### src/rtl/regfile_write_port_pkg.sv
// Shared constants and types for the posted-write register file.
// The optional REGFILE_R0_ZERO_EN build is handled in regfile_write_port.
package regfile_write_port_pkg;

    localparam int NUM_REGS    = 8;
    localparam int ADDR_W      = 3;
    localparam int BUF_ENTRIES = 2;
    localparam int PTR_W       = 1;
    localparam int CNT_W       = 2;

    // Entries carry data at this width; the top narrows it to DEPTH, so DEPTH must not exceed it.
    localparam int DATA_W_MAX  = 32;

    typedef struct packed {
        logic [ADDR_W-1:0]     addr;
        logic [DATA_W_MAX-1:0] data;
    } wbuf_entry_t;

    function automatic logic [NUM_REGS-1:0] addr_onehot(input logic [ADDR_W-1:0] a);
        return NUM_REGS'(1) << a;
    endfunction

endpackage

### src/rtl/regfile_write_port_wbuf.sv
// Two-entry posted-write FIFO: head/tail pointers, occupancy count, full/empty,
// and per-slot valid/address so the parent can build a pending-register mask.
module regfile_wbuf
    import regfile_write_port_pkg::*;
(
    input  logic                                 clk,
    input  logic                                 rst,
    input  logic                                 push,
    input  wbuf_entry_t                          push_entry,
    input  logic                                 pop,
    output wbuf_entry_t                          head_entry,
    output logic [BUF_ENTRIES-1:0]               entry_valid,
    output logic [BUF_ENTRIES-1:0][ADDR_W-1:0]   entry_addr,
    output logic                                 full,
    output logic                                 empty
);

    wbuf_entry_t       mem_reg [BUF_ENTRIES];
    logic [PTR_W-1:0]  head_reg, head_next;
    logic [PTR_W-1:0]  tail_reg, tail_next;
    logic [CNT_W-1:0]  count_reg, count_next;
    logic              push_ok;
    logic              pop_ok;

    assign full    = (count_reg == CNT_W'(BUF_ENTRIES));
    assign empty   = (count_reg == '0);
    assign push_ok = push && !full;
    assign pop_ok  = pop && !empty;

    always_comb begin
        head_next  = head_reg;
        tail_next  = tail_reg;
        count_next = count_reg;
        if (pop_ok) begin
            head_next = head_reg + 1'b1;
        end
        if (push_ok) begin
            tail_next = tail_reg + 1'b1;
        end
        count_next = count_reg + CNT_W'(push_ok) - CNT_W'(pop_ok);
    end

    always_ff @(posedge clk or posedge rst) begin
        if (rst) begin
            head_reg  <= '0;
            tail_reg  <= '0;
            count_reg <= '0;
        end else begin
            head_reg  <= head_next;
            tail_reg  <= tail_next;
            count_reg <= count_next;
        end
    end

    // Payload storage needs no reset: slots are only observed while counted as valid.
    always_ff @(posedge clk) begin
        if (push_ok) begin
            mem_reg[tail_reg] <= push_entry;
        end
    end

    assign head_entry = mem_reg[head_reg];

    generate
        for (genvar gi = 0; gi < BUF_ENTRIES; gi++) begin : g_slot
            assign entry_addr[gi]  = mem_reg[gi].addr;
            assign entry_valid[gi] = (count_reg == CNT_W'(BUF_ENTRIES)) ||
                                     ((count_reg == CNT_W'(1)) && (head_reg == PTR_W'(gi)));
        end
    endgenerate

endmodule

### src/rtl/regfile_write_port.sv
// Eight-register file with a two-entry posted-write buffer in front of it.
// Define REGFILE_R0_ZERO_EN to make register 0 read as constant zero.
module regfile_write_port
    import regfile_write_port_pkg::*;
#(
    parameter int DEPTH       = 4,
    parameter int BUF_ENTRIES = 2
) (
    input  logic              clk,
    input  logic              rst,
    input  logic              wr_valid,
    input  logic [2:0]        WA,
    input  logic [DEPTH-1:0]  WD,
    output logic              wr_ready,
    input  logic              commit_en,
    output logic [DEPTH-1:0]  Dout0,
    output logic [DEPTH-1:0]  Dout1,
    output logic [DEPTH-1:0]  Dout2,
    output logic [DEPTH-1:0]  Dout3,
    output logic [DEPTH-1:0]  Dout4,
    output logic [DEPTH-1:0]  Dout5,
    output logic [DEPTH-1:0]  Dout6,
    output logic [DEPTH-1:0]  Dout7,
    output logic [7:0]        pend_mask,
    output logic              buf_empty,
    output logic              buf_full
);

`ifdef REGFILE_R0_ZERO_EN
    localparam bit R0_ZERO = 1'b1;
`else
    localparam bit R0_ZERO = 1'b0;
`endif

    wbuf_entry_t                               push_entry;
    wbuf_entry_t                               head_entry;
    logic [BUF_ENTRIES-1:0]                    entry_valid;
    logic [BUF_ENTRIES-1:0][ADDR_W-1:0]        entry_addr;
    logic                                      accept;
    logic                                      commit;
    logic [DEPTH-1:0]                          head_data;
    logic [NUM_REGS-1:0]                       commit_hot;
    logic [DEPTH-1:0]                          dout_arr [NUM_REGS];

    // Reset masks ready so a requester never sees a slot while the buffer is being cleared.
    assign wr_ready   = !buf_full && !rst;
    assign accept     = wr_valid && wr_ready;
    assign commit     = commit_en && !buf_empty;

    assign push_entry = '{addr: WA, data: DATA_W_MAX'(WD)};
    assign head_data  = DEPTH'(head_entry.data);
    assign commit_hot = commit ? addr_onehot(head_entry.addr) : '0;

    regfile_wbuf u_wbuf (
        .clk         (clk),
        .rst         (rst),
        .push        (accept),
        .push_entry  (push_entry),
        .pop         (commit),
        .head_entry  (head_entry),
        .entry_valid (entry_valid),
        .entry_addr  (entry_addr),
        .full        (buf_full),
        .empty       (buf_empty)
    );

    generate
        for (genvar gi = 0; gi < NUM_REGS; gi++) begin : g_reg
            // With R0_ZERO the commit to register 0 still pops the entry; only the write is dropped.
            localparam bit WRITABLE = !(R0_ZERO && (gi == 0));
            logic [DEPTH-1:0] r_reg;

            always_ff @(posedge clk or posedge rst) begin
                if (rst) begin
                    r_reg <= '0;
                end else if (WRITABLE && commit_hot[gi]) begin
                    r_reg <= head_data;
                end
            end

            assign dout_arr[gi] = r_reg;
        end
    endgenerate

    always_comb begin
        pend_mask = '0;
        for (int i = 0; i < BUF_ENTRIES; i++) begin
            if (entry_valid[i]) begin
                pend_mask = pend_mask | addr_onehot(entry_addr[i]);
            end
        end
    end

    assign Dout0 = dout_arr[0];
    assign Dout1 = dout_arr[1];
    assign Dout2 = dout_arr[2];
    assign Dout3 = dout_arr[3];
    assign Dout4 = dout_arr[4];
    assign Dout5 = dout_arr[5];
    assign Dout6 = dout_arr[6];
    assign Dout7 = dout_arr[7];

endmodule

### config.mk
export PLATFORM = sky130hd
export DESIGN_NAME = regfile_write_port
export DESIGN_NICKNAME = d
export VERILOG_FILES = /design/src/rtl/regfile_write_port_pkg.sv /design/src/rtl/regfile_write_port_wbuf.sv /design/src/rtl/regfile_write_port.sv
export SDC_FILE = /design/constraint.sdc
export NUM_CORES = 1
export LEC_CHECK = 0
export ABC_AREA = 1
export CORE_ASPECT_RATIO = 0.75
export CORE_MARGIN = 2
export CORE_UTILIZATION = 50
export DETAILED_ROUTE_END_ITERATION = 8
export PLACE_DENSITY = 0.81
export SKIP_CTS_REPAIR_TIMING = 1
export SYNTH_ARGS = -nofsm -noshare
export SYNTH_HDL_FRONTEND = slang
export SYNTH_SLANG_ARGS = --single-unit
### constraint.sdc
create_clock -name clk -period 1.8 [get_ports clk]
set_input_delay 0.54 -clock clk [delete_from_list [all_inputs] [get_ports clk]]
set_output_delay 0.54 -clock clk [all_outputs]
set_load 0.05 [all_outputs]
; ---- Word-level counts from Yosys, hierarchy flattened
; Memories as Yosys holds them, arrays and structs flattened.
; Index checks and enable logic that the tools add are counted.
[word_totals]
mem_count = 1
register_bits = 36
ram_bits = 14
output_inout_bits = 43
input_bits = 11
wordCells = 41
[op_classes]
n_eq_ne = 2
muxes = 5
bitwise_logic = 2
n_reduce_logical = 13
n_addsub = 4
n_shift = 3
[mem_list]
columns = name, words, width, read_ports, rd_ports_with_merged_regs, write_ports, line_no
row1 = u_wbuf.mem_reg, 2, 7, 3, 0, 1, regfile_write_port_wbuf.sv:18  ; wbuf_entry_t mem_reg [BUF_ENTRIES];
[op_table]
columns = operator, count
row1 = $mux 8, 3
row2 = $shl 1x3->8 const A, 3
row3 = $or 8x8->8, 1
row4 = $logic_and 1x1->1, 7
row5 = $logic_not 1->1, 3
row6 = $add 1x1->1 const B, 2
row7 = $add 2x1->2, 1
row8 = $eq 2x1->1 const B, 1
row9 = $eq 2x2->1 const B, 1
row10 = $logic_not 2->1, 1
row11 = $logic_or 1x1->1, 2
row12 = $mux 1, 2
row13 = $sub 2x1->2, 1
row14 = $not 1->1, 1

; ---- Logic depth before layout (Yosys ltp)
[logic_depth]
depth_word = 7
ltp_mapped = 8
depth_no_buf = 7

; ---- Cells and area by module
; Synthesis repeated with hierarchy kept, for this count alone.
[hier_totals]
cells_unflattened = 422
hier_area_um2 = 4367.9
[modules_own_cells]
columns = mod, cells_per_inst, n_inst, seq_area_each_um2, area_each_um2
row1 = regfile_wbuf, 226, 1, 2202.1, 2860.2
row2 = regfile_write_port, 196, 1, 800.8, 1507.7

; ---- Worst setup path before layout
; No wires, ideal clock.
[synth_timing]
path_kind = in2reg
startpoint = input rst
endpoint = memory u_wbuf.mem_reg[0][0] (netlist name) (enable)
slack_ns = -0.623
arrival_ns = 2.062
t_required_ns = 1.439
setup_ns = 0.361
path_buffers = 0
stages = 3
cell_sequence = inv_1 -> nand3_1 -> nor2_1
[synth_via]
elab_chain_len = 6
[synth_lines]
columns = element, line_no
row1 = start: declaration, regfile_write_port.sv:10  ; input logic rst,
row2 = $logic_not 1->1 (no line), --
row3 = $logic_and 1x1->1, regfile_write_port.sv:46  ; assign wr_ready = !buf_full && !rst;
row4 = $logic_and 1x1->1, regfile_write_port.sv:47  ; assign accept = wr_valid && wr_ready;
row5 = $logic_and 1x1->1, regfile_write_port_wbuf.sv:27  ; assign push_ok = push && !full;
row6 = $mux 1, regfile_write_port_wbuf.sv:57  ; if (push_ok) begin
row7 = $mux 1 (not written as such), regfile_write_port_wbuf.sv:58  ; mem_reg[tail_reg] <= push_entry;
row8 = end: declaration, regfile_write_port_wbuf.sv:18
; No other way between the ends.

==> results.md <==
Cells and area:
- The combined flip-flop and latch cell area is 0.00132 mm².
- The area added between synthesis and finish is 49.6%.
- The fraction of final layout cells sized beyond drive strength 1 is 37.3%.
- The number of fill cells in the layout is 292.
- The register with the most flip-flops in the layout has 14 of them.
- The area used by multi-input combinational logic is 0.00109 mm².
- The post-layout instance count excluding filler cells is 389.
- In the final design database the tool counted 343 nets.
- The core occupancy in the finished layout is 78.5%.
- The total inserted antenna cells is 0.

Worst setup path:
- The nature of the critical path startpoint is a flip-flop.
- The maximum net fanout on the critical path is 5.
- Counting buffers and inverters, the worst setup path is 5 cells deep.
- STA puts the critical path data required time at 1.26 ns.
- The worst stage delay on the critical path is 0.48 ns.
- The launch instance of the worst register-to-register path is u_wbuf.count_reg[1].
- The critical path goes through inv_1 -> nor2_1 -> nand3_2 -> o21ai_4 -> buf_12.
- The length in cells of the worst reg-to-reg path is 8.
- STA classifies the critical path endpoint as an output port.
- The endpoint of the worst setup timing path is pend_mask[2].
- The slowest cell on the critical path is edfxtp_1.
- Broken down by cell family, the worst path's largest delay share belongs to flip-flops.
- The buffering stage count on the worst path with inverters included is 2.
- The slack of the worst reg-to-reg path is 0.05 ns.
- In this run the worst setup path begins at u_wbuf.mem_reg[0][5].
- The worst setup path is of the reg2out kind.
- In this run the critical register-to-register path is captured at u_wbuf.count_reg[1].
- The arrival time at the worst endpoint is 1.49 ns.

Clock network:
- The H-tree was split into 2 levels.
- The number of buffers created by CTS is 5.
- The clock net sink count is 50.
- The clock insertion delay at the later pin of the skew report is 0.31 ns.
- Clock tree synthesis selected as its root buffer the cell clkbuf_8.
- The clock passes through at most 2 buffers.
- TritonCTS built the clock tree.
- After clock tree synthesis, the clock-pin slew on the worst setup and hold paths is 0.09 ns.

GRT:
- The wire length of the first global-routing pass is 9060 µm.
- The number of antenna violations at the first check in global routing was 0.
- Summed over all layers, the global routing overflow is 0.
- The pin count of the biggest net entering global routing is 37.
- The total track usage is 21.9%.
- The number of global-route vias before repair is 1905.

Timing:
- Setup repair after global routing could not meet its margin everywhere.
- The final-report hold violation count is 0.
- Setup violations remaining at the end of the flow were counted as 10.
- The clock arrives with 0.00554 ns of skew.
- The worst slew slack as a fraction of its limit is 70.2%.
- The minimum setup slack in the final design is -0.229 ns.
- The number of slew-limit violations in the final report is 0.
- Static timing analysis puts the maximum clock frequency at 0.493 GHz.
- The final clock period utilization by the worst path is 113%.
- The final critical path time including I/O delays and setup is 2.03 ns.
- The transition at the pin with the smallest max-transition slack is 0.447 ns.

Routing:
- Detailed routing inserted a total of 2011 vias.
- Summed over all nets, wire length on met3 after detailed routing comes to 307 µm.
- The DRC violation count after routing is 0.
- The met1 routed wirelength after detailed routing is 2570 µm.
- Dividing the detail-routed via count by the number of cells gives 5.17.
- The routed wirelength normalized by instance count is 14.5 µm.
- For this block, the initial DRC count from the detailed router was 141.
- The count of nets left with antenna violations once routing finished came out at 0.
- The aggregate routed wire length is 5660 µm.
- The top layer reached by signal wires is met4.
- Detailed routing placed a total of 2680 µm of wire on met2.
- The pre-antenna-repair detailed-routing pass consisted of 4 iterations.

Floorplanning:
- The core region is 0.00452 mm².
- The effective utilization at floorplan is 52.5%.
- Pin placement for this block handled 54 I/O pins.
- The die area is 0.00531 mm².
- The die is 63.6 µm tall.
- The die width is 83.5 µm.
- After floorplanning, the core was divided into 21 placement rows.

Synth:
- The cell area that synthesis handed to floorplanning was 0.00237 mm².
- The largest total area in the synthesized netlist belongs to dfrtp_1.
- For this run, the register share of the synthesized area comes to 55.7%.
- The number of standard cells after synthesis is 257.
- For this run, asynchronously set or reset flops after synthesis account for 72.0%.
- Synthesis produced a netlist with a net count of 269.
- The synthesized design devotes to its leading area cell type 38.0% of total area.
- In this run, synthesis inferred 14 flip-flops with an integrated enable.
- After synthesis, the most frequently instantiated cells are nand2_1, nand3_1, dfrtp_1.
- The per-instance average area after synthesis is 9.23 µm².
- The register bit count reported by yosys is 50.
- Synthesis instantiated 21 different standard cells from the library.
- The cell with the most instances after synthesis is nand2_1.
- After synthesis, the cell types taking the most area are dfrtp_1, edfxtp_1, nand2_1.
- Yosys printed 0 warnings.
- The top flip-flop cell by instance count after synthesis is dfrtp_1.

Outcome:
- The final reports fail on negative setup slack.
- The flow ran to the end, but the final reports show violations.

Power:
- The power share of the sequential group is 26.4%.
- The leakage power figure is 1.70 nW.
- Combinational logic is responsible for 64.5% of the overall power.
- The worst-case IR drop observed on VDD is 1.23 mV.
- Net switching is 50.0% of the power.
- Summed over all nets, the switching power comes to 3.59 mW.
- The areal power density over the cells is 2020 mW/mm².
- The part of the total power dissipated in the clock network is 9.0%.
- The internal power of the cells totals 3.59 mW.

Placed design:
- Once detailed placement completed, the half-perimeter wirelength came to 3980 µm.
- The global placer's final weighted congestion is 0.769.
- The number of instances in the placed design is 378.
- Port buffering added 53 buffers.

Flow run:
- The number of violations of the max-capacitance limit is 0.

Hold path:
- The class of the worst hold path is reg2reg.
- The start point of the worst hold path is Dout5[1].
cell usage in the layout (no fill, tap or decap):
cell / count
o21ai_2: 5
clkdlybuf4s50_1: 10
o21ai_4: 5
nand2_4: 7
edfxtp_1: 14
clkinvlp_4: 3
buf_6: 1
buf_4: 35
nand2_1: 88
clkbuf_1: 1
ha_1: 1
nor2_1: 4
inv_4: 1
nor2_2: 3
nand3_1: 41
buf_12: 27
nand4_1: 1
dfrtp_1: 36
xnor2_1: 1
nand2_2: 10
o21ai_1: 1
nor2_8: 4
clkbuf_8: 5
inv_2: 8
nor2_4: 2
xor2_1: 4
inv_1: 6
nand3_2: 8
metrics by stage:
| stage | setup WS (ns) | TNS, ns | hold WS, ns | power [mW] | cell area, µm² |
|---|---|---|---|---|---|
| floorplan | -0.0654 | -0.523 | 0.506 | 4.49 | 2420 |
| global placement | -0.0684 | -0.170 | 0.458 | 6.18 | 3340 |
| global route | -0.342 | -2.64 | 0.510 | 7.54 | 3550 |
| detailed placement | -0.143 | -1.24 | 0.467 | 6.30 | 3340 |
| CTS | -0.304 | -2.60 | 0.488 | 6.96 | 3420 |
| finish | -0.229 | -1.85 | 0.485 | 7.17 | 3550 |
power by group through the flow:
stage	clock, mW	combinational, mW	sequential (mW)
2_1_floorplan	0	1.66	2.83
3_3_place_gp	0	4.28	1.89
3_5_place_dp	0	4.39	1.91
4_1_cts	0.665	4.40	1.89
5_1_grt	0.712	4.89	1.94
6_report	0.649	4.63	1.90
tightest hold or removal path: stages (launching register included):
cell and delay, ns:
dfrtp_1 0.35, nand2_1 0.05, nand2_1 0.05
layout make-up:
type / instances / area share (%)
Clock inverter: 2 / 0.423
Inverter: 16 / 1.87
Tap cell: 57 / 2.01
Multi-Input combinational cell: 185 / 30.6
Timing Repair Buffer: 73 / 25.8
Clock buffer: 6 / 2.05
Sequential cell: 50 / 37.2
how the worst min path moves through the flow:
stage	endpoint	slack (ns)	cells after the start
2_1_floorplan	Dout0[0]	0.51	1
3_3_place_gp	Dout5[1]	0.46	2
3_5_place_dp	Dout3[2]	0.47	2
4_1_cts	Dout3[2]	0.49	2
5_1_grt	Dout3[2]	0.51	2
6_report	Dout5[1]	0.49	2
cells by family after synthesis:
family	Yosys count	synth area share, %
AOI/OAI and AO/OA	11	2.48
adders and majority gates	1	0.528
and+or+nand+nor	168	35.0
xor gates and xnor gates	5	1.85
DFF	50	55.7
buffers and inverters	22	4.43
metal layers:
| layer | GRT usage (%) | vias up |
|---|---|---|
| li1 | - | 981 |
| met4 | 6.05 | 0 |
| met1 | 31.0 | 943 |
| met2 | 33.8 | 74 |
| met3 | 5.77 | 13 |
| met5 | 0 | - |
Note: power is estimated with default switching activity, not from simulation.
